[config.mk]
export PLATFORM = sky130hd
export DESIGN_NAME = ped_req_cond
export DESIGN_NICKNAME = d
export VERILOG_FILES = /design/src/rtl/ped_pkg.sv /design/src/rtl/ped_debounce.sv /design/src/rtl/ped_req_cond.sv
export SDC_FILE = /design/constraint.sdc
export NUM_CORES = 1
export LEC_CHECK = 0
export CAP_MARGIN = 5
export CORE_MARGIN = 1
export CORE_UTILIZATION = 44
export DETAILED_ROUTE_END_ITERATION = 8
export SLEW_MARGIN = 20
export SYNTH_ARGS = -nofsm -noshare
export SYNTH_HDL_FRONTEND = slang
export SYNTH_SLANG_ARGS = --single-unit
[constraint.sdc]
create_clock -name clk -period 1.8 [get_ports clk]
set_input_delay 0.36 -clock clk [delete_from_list [all_inputs] [get_ports clk]]
set_output_delay 0.36 -clock clk [all_outputs]
set_load 0.03 [all_outputs]
[src/rtl/ped_pkg.sv]
// ped_pkg: shared types and default parameter values for the pedestrian
// request conditioner (ped_req_cond and its ped_debounce front end).
//   ped_state_t          - request FSM states
//   PED_*_DEF            - default values for the block parameters
package ped_pkg;

    typedef enum logic [1:0] {
        IDLE     = 2'd0,
        PENDING  = 2'd1,
        WALK     = 2'd2,
        COOLDOWN = 2'd3
    } ped_state_t;

    localparam int unsigned PED_DEBOUNCE_CYC_DEF = 32'd4;
    localparam int unsigned PED_COOLDOWN_CYC_DEF = 32'd16;
    localparam int unsigned PED_RETRY_CYC_DEF    = 32'd32;
    localparam int unsigned PED_CNT_W_DEF        = 32'd8;

endpackage : ped_pkg

[src/rtl/ped_debounce.sv]
// ped_debounce: two-flop synchroniser plus counting debouncer for the raw
// pedestrian button.
//   clk     in   rising-edge clock
//   rst     in   synchronous active-high reset
//   btn_raw in   raw asynchronous, bouncy button (active high)
//   press   out  one-cycle strobe, valid on the edge where the debounced
//                level rises 0->1 (combinational from registers so the FSM
//                can act on that very edge)
module ped_debounce
    import ped_pkg::*;
#(
    parameter int unsigned DEBOUNCE_CYC = PED_DEBOUNCE_CYC_DEF,
    parameter int unsigned CNT_W        = PED_CNT_W_DEF
) (
    input  logic clk,
    input  logic rst,
    input  logic btn_raw,
    output logic press
);

    // Count value from which the next disagreeing cycle flips the level.
    localparam logic [CNT_W-1:0] FLIP_AT = CNT_W'(DEBOUNCE_CYC - 32'd1);

    logic             sync1_r;
    logic             sync2_r;
    logic             db_r;
    logic [CNT_W-1:0] cnt_r;
    logic             flip_s;

    // Level flips on the edge where the disagreement count would reach DEBOUNCE_CYC.
    always_comb begin
        flip_s = (sync2_r != db_r) && (cnt_r >= FLIP_AT);
        press  = flip_s && !db_r;
    end

    // Synchroniser, debounce counter and debounced level.
    always_ff @(posedge clk) begin
        if (rst) begin
            sync1_r <= 1'b0;
            sync2_r <= 1'b0;
            db_r    <= 1'b0;
            cnt_r   <= {CNT_W{1'b0}};
        end else begin
            sync1_r <= btn_raw;
            sync2_r <= sync1_r;
            if (sync2_r == db_r) begin
                cnt_r <= {CNT_W{1'b0}};
            end else if (flip_s) begin
                cnt_r <= {CNT_W{1'b0}};
                db_r  <= ~db_r;
            end else if (cnt_r != {CNT_W{1'b1}}) begin
                cnt_r <= cnt_r + CNT_W'(1);
            end else begin
                cnt_r <= cnt_r;
            end
        end
    end

endmodule : ped_debounce

[src/rtl/ped_req_cond.sv]
// ped_req_cond: pedestrian push-button conditioner in front of the traffic
// light controller. Debounces the button, latches one crossing request,
// pulses ped_req once, lights the WAIT lamp until the walk phase, then
// holds off new requests for a cooldown period.
//   clk       in   rising-edge clock
//   rst       in   synchronous active-high reset
//   btn_raw   in   raw asynchronous button
//   ped_walk  in   walk phase indicator from the controller
//   ped_req   out  registered single-cycle request pulse
//   wait_lamp out  registered, high while a request is pending
//   busy      out  registered, high whenever the FSM is not IDLE
// Build option: define PED_RETRY_EN to re-pulse ped_req every RETRY_CYC
// cycles while a request stays pending (recovers a request the controller
// dropped). Undefined: one pulse per accepted press.
module ped_req_cond
    import ped_pkg::*;
#(
    parameter int unsigned DEBOUNCE_CYC = PED_DEBOUNCE_CYC_DEF,
    parameter int unsigned COOLDOWN_CYC = PED_COOLDOWN_CYC_DEF,
    parameter int unsigned RETRY_CYC    = PED_RETRY_CYC_DEF,
    parameter int unsigned CNT_W        = PED_CNT_W_DEF
) (
    input  logic clk,
    input  logic rst,
    input  logic btn_raw,
    input  logic ped_walk,
    output logic ped_req,
    output logic wait_lamp,
    output logic busy
);

    localparam longint unsigned CNT_MAX   = (64'd1 << CNT_W) - 64'd1;
    localparam logic [CNT_W-1:0] COOL_LOAD = CNT_W'(COOLDOWN_CYC);

    // Reject parameter sets the counters cannot represent.
    if ((DEBOUNCE_CYC < 32'd1) || (RETRY_CYC < 32'd1) ||
        (CNT_W < 32'd1) || (CNT_W > 32'd32) ||
        (64'(DEBOUNCE_CYC) > CNT_MAX) || (64'(COOLDOWN_CYC) > CNT_MAX) ||
        (64'(RETRY_CYC) > CNT_MAX)) begin : g_param_err
        $error("ped_req_cond: illegal parameter combination");
    end

    ped_state_t       state_r;
    ped_state_t       state_next_s;
    logic             press_s;
    logic             req_next_s;
    logic             ped_req_r;
    logic             wait_lamp_r;
    logic             busy_r;
    logic [CNT_W-1:0] cool_cnt_r;
    logic [CNT_W-1:0] cool_cnt_next_s;
`ifdef PED_RETRY_EN
    // Counter value in the PENDING cycle just before a re-pulse is due.
    localparam logic [CNT_W-1:0] RETRY_AT = CNT_W'(RETRY_CYC - 32'd1);
    logic [CNT_W-1:0] retry_cnt_r;
    logic [CNT_W-1:0] retry_cnt_next_s;
`endif

    ped_debounce #(
        .DEBOUNCE_CYC (DEBOUNCE_CYC),
        .CNT_W        (CNT_W)
    ) u_debounce (
        .clk     (clk),
        .rst     (rst),
        .btn_raw (btn_raw),
        .press   (press_s)
    );

    // Next-state, request pulse and counter updates.
    always_comb begin
        state_next_s    = state_r;
        req_next_s      = 1'b0;
        cool_cnt_next_s = cool_cnt_r;
`ifdef PED_RETRY_EN
        retry_cnt_next_s = retry_cnt_r;
`endif
        case (state_r)
            IDLE: begin
                // Walk already running wins over a coincident press.
                if (ped_walk) begin
                    state_next_s = WALK;
                end else if (press_s) begin
                    state_next_s = PENDING;
                    req_next_s   = 1'b1;
`ifdef PED_RETRY_EN
                    retry_cnt_next_s = {CNT_W{1'b0}};
`endif
                end else begin
                    state_next_s = IDLE;
                end
            end
            PENDING: begin
                if (ped_walk) begin
                    state_next_s = WALK;
`ifdef PED_RETRY_EN
                end else if ((retry_cnt_r >= RETRY_AT) && !ped_req_r) begin
                    // The !ped_req_r term keeps pulses apart when RETRY_CYC is 1.
                    req_next_s       = 1'b1;
                    retry_cnt_next_s = {CNT_W{1'b0}};
                end else if (retry_cnt_r != {CNT_W{1'b1}}) begin
                    retry_cnt_next_s = retry_cnt_r + CNT_W'(1);
`endif
                end else begin
                    state_next_s = PENDING;
                end
            end
            WALK: begin
                if (!ped_walk) begin
                    if (COOLDOWN_CYC == 32'd0) begin
                        state_next_s = IDLE;
                    end else begin
                        state_next_s    = COOLDOWN;
                        cool_cnt_next_s = COOL_LOAD;
                    end
                end else begin
                    state_next_s = WALK;
                end
            end
            COOLDOWN: begin
                if (ped_walk) begin
                    state_next_s    = WALK;
                    cool_cnt_next_s = {CNT_W{1'b0}};
                end else if (cool_cnt_r <= CNT_W'(1)) begin
                    // Count reaches zero on this edge: back to IDLE.
                    state_next_s    = IDLE;
                    cool_cnt_next_s = {CNT_W{1'b0}};
                end else begin
                    cool_cnt_next_s = cool_cnt_r - CNT_W'(1);
                end
            end
            default: begin
                state_next_s    = IDLE;
                cool_cnt_next_s = {CNT_W{1'b0}};
            end
        endcase
    end

    // State, counters and registered outputs.
    always_ff @(posedge clk) begin
        if (rst) begin
            state_r     <= IDLE;
            ped_req_r   <= 1'b0;
            wait_lamp_r <= 1'b0;
            busy_r      <= 1'b0;
            cool_cnt_r  <= {CNT_W{1'b0}};
`ifdef PED_RETRY_EN
            retry_cnt_r <= {CNT_W{1'b0}};
`endif
        end else begin
            state_r     <= state_next_s;
            ped_req_r   <= req_next_s;
            wait_lamp_r <= (state_next_s == PENDING);
            busy_r      <= (state_next_s != IDLE);
            cool_cnt_r  <= cool_cnt_next_s;
`ifdef PED_RETRY_EN
            retry_cnt_r <= retry_cnt_next_s;
`endif
        end
    end

    assign ped_req   = ped_req_r;
    assign wait_lamp = wait_lamp_r;
    assign busy      = busy_r;

endmodule : ped_req_cond
=== Word-level counts from Yosys, hierarchy flattened ===
Index checks and enable logic that the tools add are counted.
Widths: inputs -> output; s select.

* Flip-flop bits (word level): 24
* Output and inout port bits: 3

* Equal/unequal tests: 8
* Multiplexer cells: 12
* Order comparisons: 2
* Bitwise gates (word level): 3
* Reductions and logical operators: 10
* $add $sub $neg: 2

{| class="wikitable"
|+ Operators with widths
! cell !! count
|-
| $mux 8 || 3
|-
| $pmux 8 s2 || 1
|-
| $add 8x1->8 const B || 1
|-
| $ge 8x2->1 const B || 1
|-
| $le 8x1->1 const B || 1
|-
| $mux 2 || 4
|-
| $ne 8x8->1 const B || 1
|-
| $pmux 2 s4 || 1
|-
| $sub 8x1->8 const B || 1
|-
| $reduce_or 3->1 || 2
|-
| $eq 2x1->1 const B || 2
|-
| $eq 2x2->1 const B || 2
|-
| $reduce_and 2->1 || 2
|-
| $reduce_bool 2->1 || 2
|-
| $mux 1 || 3
|-
| $not 1->1 || 3
|-
| $logic_and 1x1->1 || 2
|-
| $logic_not 2->1 || 1
|-
| $ne 2x2->1 const B || 1
|-
| $eq 1x1->1 || 1
|-
| $logic_not 1->1 || 1
|-
| $ne 1x1->1 || 1
|}

=== Depth between registers and ports, before layout ===
* Depth after elaboration: 7
* Mapped depth: 6
* Gate-level depth less buffers: 6

=== Cells and area by module ===
Synthesis repeated with hierarchy kept, for this count alone.

* Cells, all modules: 102
* Area, all modules: 1,028.5 um^2

{| class="wikitable"
|+ Modules (own cells, without submodules)
! module !! area each (um^2) !! times used !! cells an instance
|-
| ped_req_cond || 659.4 || 1 || 74
|-
| ped_debounce || 369.1 || 1 || 28
|}

=== Worst setup path before layout ===
No wires, ideal clock.

* Path type: register -> register
* From: register cool_cnt_r[0]
* To: register cool_cnt_r[2]
* Setup time: 0.070 ns
* Clock period less this slack: 1.402 ns
* Arrival time: 1.332 ns
* Path slack: 0.398 ns
* Stages on the path, launching flop included: 7
* Buffers on the path: 0
* Cells stage by stage: dfxtp_1 inv_1 ha_1 or2_1 a311oi_1 o21ai_0 a21oi_1

* Longest elaborated chain between the ends: 4
* Elaborated cells on any way between the ends: 5
* Classes of those cells: add/sub: 1; order compare: 1; mux: 3

{| class="wikitable"
|+ RTL lines
! item !! RTL line !! RTL
|-
| from (decl) || ped_req_cond.sv:50 || <nowiki>logic [CNT_W-1:0] cool_cnt_r;</nowiki>
|-
| from (signal assigned) || ped_req_cond.sv:145 || <nowiki>cool_cnt_r <= {CNT_W{1'b0}};</nowiki>
|-
| from (signal assigned) || ped_req_cond.sv:154 || <nowiki>cool_cnt_r <= cool_cnt_next_s;</nowiki>
|-
| $sub 8x1->8 or $le 8x1->1 (tied branches) || ped_req_cond.sv:128, ped_req_cond.sv:123 ||
|-
| $mux 8 * || ped_req_cond.sv:123 || <nowiki>end else if (cool_cnt_r <= CNT_W'(1)) begin</nowiki>
|-
| $mux 8 * || ped_req_cond.sv:120 || <nowiki>if (ped_walk) begin</nowiki>
|-
| $pmux 8 s2 * || ped_req_cond.sv:77 || <nowiki>case (state_r)</nowiki>
|}

Every way passes the cells marked *; elsewhere a longest branch is shown, timed or not.
A chain may end at the register's enable or synchronous reset.

=== Final worst setup path ===
Ends and elaborated chain as after synthesis.

==> results_dict.tcl <==
set metrics [dict create \
    outcome "complete, no violations" \
    static-leakage-power_nw 0.4395 \
    setup_total_negative_slack_ns 0 \
    critPathTopFamily "compound AO/OA/AOI/OAI gates" \
    clock-sinks 24 \
    ys_types 35 \
    maxClockFrequency_mhz 605.6 \
    netSwitchingPower_w 0.0002413 \
    antenna_cells 0 \
    number_of_enable_flip_flop_cells_after_synthesis 0 \
    htree_levels 1 \
    routedWlPerCell_um 10.82 \
    gp_routability_congestion 0.8457 \
    holdCritPathClass "reg -> reg" \
    detailedPlacementHpwl_um 1204 \
    remaining_number_of_nets_flagged_by_the_antenna_check_after_routing 0 \
    global_route.usage.total_pct 14.78 \
    numCtsBuffers 3 \
    post_cts.repair.setup_buffers 0 \
    main_area_contributors_after_synthesis "sky130_fd_sc_hd__dfxtp_1 (49%), sky130_fd_sc_hd__ha_1 (3.9%), sky130_fd_sc_hd__inv_1 (3.5%), sky130_fd_sc_hd__nor2_1 (3.5%), sky130_fd_sc_hd__a21oi_1 (3.1%)" \
    rows 16 \
    final_hold_viol_count 0 \
    fillers 188 \
    ws_path_type "reg -> reg" \
    postSynth.topFlopCell "sky130_fd_sc_hd__dfxtp_1" \
    final.period_utilization_pct 91.73 \
    die_area_um2 2404 \
    worstPathBufferInverterCount 1 \
    postLayoutSetupSlackWorst_ns 0.1488 \
    detailroute.via_count 715 \
    first_global_vias 624 \
    post_synth_inst_count 100 \
    crit_path_max_fanout 4 \
    yosys.area.top_type_share_pct 49.36 \
    combPwrFrac_pct 12.7 \
    initial_cell_density_of_the_core_pct 48.14 \
    largest_net_degree_at_the_start_of_global_routing 14 \
    ctsLongestPathBuffers 2 \
    netlist_area_um2 973.4 \
    yosys.cell_count.top_type "sky130_fd_sc_hd__dfxtp_1" \
    drt-pass1-iter-count 4 \
    synth_seq_cells 24 \
    final_design_area_no_fill_um2 1126 \
    worstSetupStartpointType "flop" \
    p_seq_share_pct 59.6 \
    clock_insertion_delay_worst_skew_ns 0.30 \
    maxSlewViolCount 0 \
    grt_pass1_wl_um 2704 \
    slowest_delay_ns 0.37 \
    share_of_layout_cells_above_drive_strength_1_pct 9.565 \
    root_buffer "sky130_fd_sc_hd__clkbuf_4" \
    total_internal_power_w 0.0007381 \
    critical_path_top_delay_cell "sky130_fd_sc_hd__dfxtp_1" \
    die_h_um 49.04 \
    ys_seq_area_share_pct 49.36 \
    fin_skew_ns 0.001843 \
    post_cts_resize_count 0 \
    timing.critical_path.to_type "flop" \
    power.ir.vdd_worst_uv 609.0 \
    cp_cell_sequence "inv_1, ha_1, or2_1, a311oi_1, o21ai_0, a21oi_1" \
    synth_largest_area_cell "sky130_fd_sc_hd__dfxtp_1" \
    powerDensity_nw_per_um2 869.7 \
    boundaryPins 7 \
    proportion_of_power_drawn_by_the_clock_network_pct 27.7 \
    timing.final.crit_period_ns 1.651 \
    p_sw_share_pct 24.63 \
    list_of_most_frequent_post_synthesis_cells "sky130_fd_sc_hd__dfxtp_1 (24), sky130_fd_sc_hd__inv_1 (9), sky130_fd_sc_hd__nor2_1 (9)" \
    postSynthAreaPerCell_um2 9.734 \
    core_area_um2 2022 \
    setup_repair_after_global_routing_missed_its_margin "false" \
    ctsHoldBuffers 0 \
    drt_first_iter_violations 11 \
    count_of_buffers_from_port_buffering 6 \
    detailedPlace.worstSlack_ns 0.08288 \
    synthArstFlopShare_pct 0 \
    drv_cap 0 \
    post-route-util_pct 55.69 \
    finalWirelength_um 1537 \
    routed_via_density 5.035 \
    grt_antenna_before_repair 0 \
    critical_path_arrival_ns 1.90 \
    nets 123 \
    placed_area_um2 1090 \
    drc 0 \
    cts.clk_slew.worst_paths_ns 0.12 \
    clock_tree_from_tritoncts "done" \
    globalRoute.totalOverflow 0 \
    area.growth.synth_to_final_pct 15.68 \
    worstPathRequired_ns 2.04 \
    ys.warnings.count 0 \
    die-width_um 49.04 \
    setup_viol_count_final 0 \
    totalPowerFinal_w 0.0009793 \
]
[per-stage QoR]
stage / instances / hold WS, ns
2_1_floorplan: 105 / 0.4138
3_3_place_gp: 138 / 0.4182
3_5_place_dp: 138 / 0.4318
4_1_cts: 142 / 0.4595
5_1_grt: 142 / 0.4643
6_report: 142 / 0.4539
[power groups by stage]
| stage | Clock (W) | Sequential [W] | Combinational [W] |
|---|---|---|---|
| after floorplan | 0 | 0.000594 | 0.0000900 |
| after CTS | 0.000288 | 0.000584 | 0.000124 |
| after global routing | 0.000309 | 0.000589 | 0.000138 |
| final | 0.000272 | 0.000584 | 0.000124 |
| after detailed placement | 0 | 0.000596 | 0.000123 |
| after global placement | 0 | 0.000595 | 0.000123 |
[routing by layer]
layer | routed length [um] | global-route usage, % | part of all wire (%) | vias up
met5 | 0 | 0 | 0 | -
met4 | 15 | 4.412 | 0.98 | 0
met3 | 65 | 5.919 | 4.2 | 2
met2 | 627 | 20.37 | 41 | 13
met1 | 827 | 20.89 | 54 | 319
li1 | - | - | - | 381
[path summary, 6_finish.rpt]
| kind | start | to | slack, ns | depth (start not counted) |
|---|---|---|---|---|
| max | cool_cnt_r[0] | cool_cnt_r[2] | 0.15 | 6 |
| max reg2reg | cool_cnt_r[0] | cool_cnt_r[2] | 0.15 | 6 |
| min reg2reg | u_debounce.sync1_r | u_debounce.sync2_r | 0.45 | 1 |
| min | u_debounce.sync1_r | u_debounce.sync2_r | 0.45 | 1 |
[cells in the final DEF, fill, tap and decap left out, drive strengths merged, types with 3 or more instances in the layout]
| cell type | instances |
|---|---|
| dfxtp | 24 |
| inv | 9 |
| nor2 | 9 |
| nand2 | 6 |
| a21oi | 6 |
| clkdlybuf4s50 | 6 |
| conb | 6 |
| nor3 | 4 |
| clkbuf | 4 |
| nor2b | 3 |
| xor2 | 3 |
| ha | 3 |
| nand4 | 3 |
[cells by family (layout without fill, tap and decap cells)]
group           count (synthesis)  after routing  share of synthesized area [%]
buf+inv                        11             21                          4.627
simple gates                   37             37                          23.27
xor+xnor                        5              5                          4.500
other cells                     1              6                         0.3852
fa+ha+maj                       3              3                          3.856
flops                          24             24                          49.36
compound gates                 19             19                          14.01
[cell type report]
type,instances,area (um^2),area share [%]
flip-flops and latches,24,480.5,42.67
inverters,9,33.78,3.000
well taps,27,33.78,3.000
clock buffers,4,36.28,3.222
repair buffers,8,75.07,6.667
multi-input cells,70,466.7,41.44
[registers in the layout (all words and copies together), names as in the netlist]
signal and count:
ped_req 1, u_debounce.sync2_r 1, u_debounce.cnt_r 8, busy 1, u_debounce.sync1_r 1, state_r 2, u_debounce.db_r 1, wait_lamp 1
cool_cnt_r 8
No activity file was read; power rests on OpenSTA's default activity.
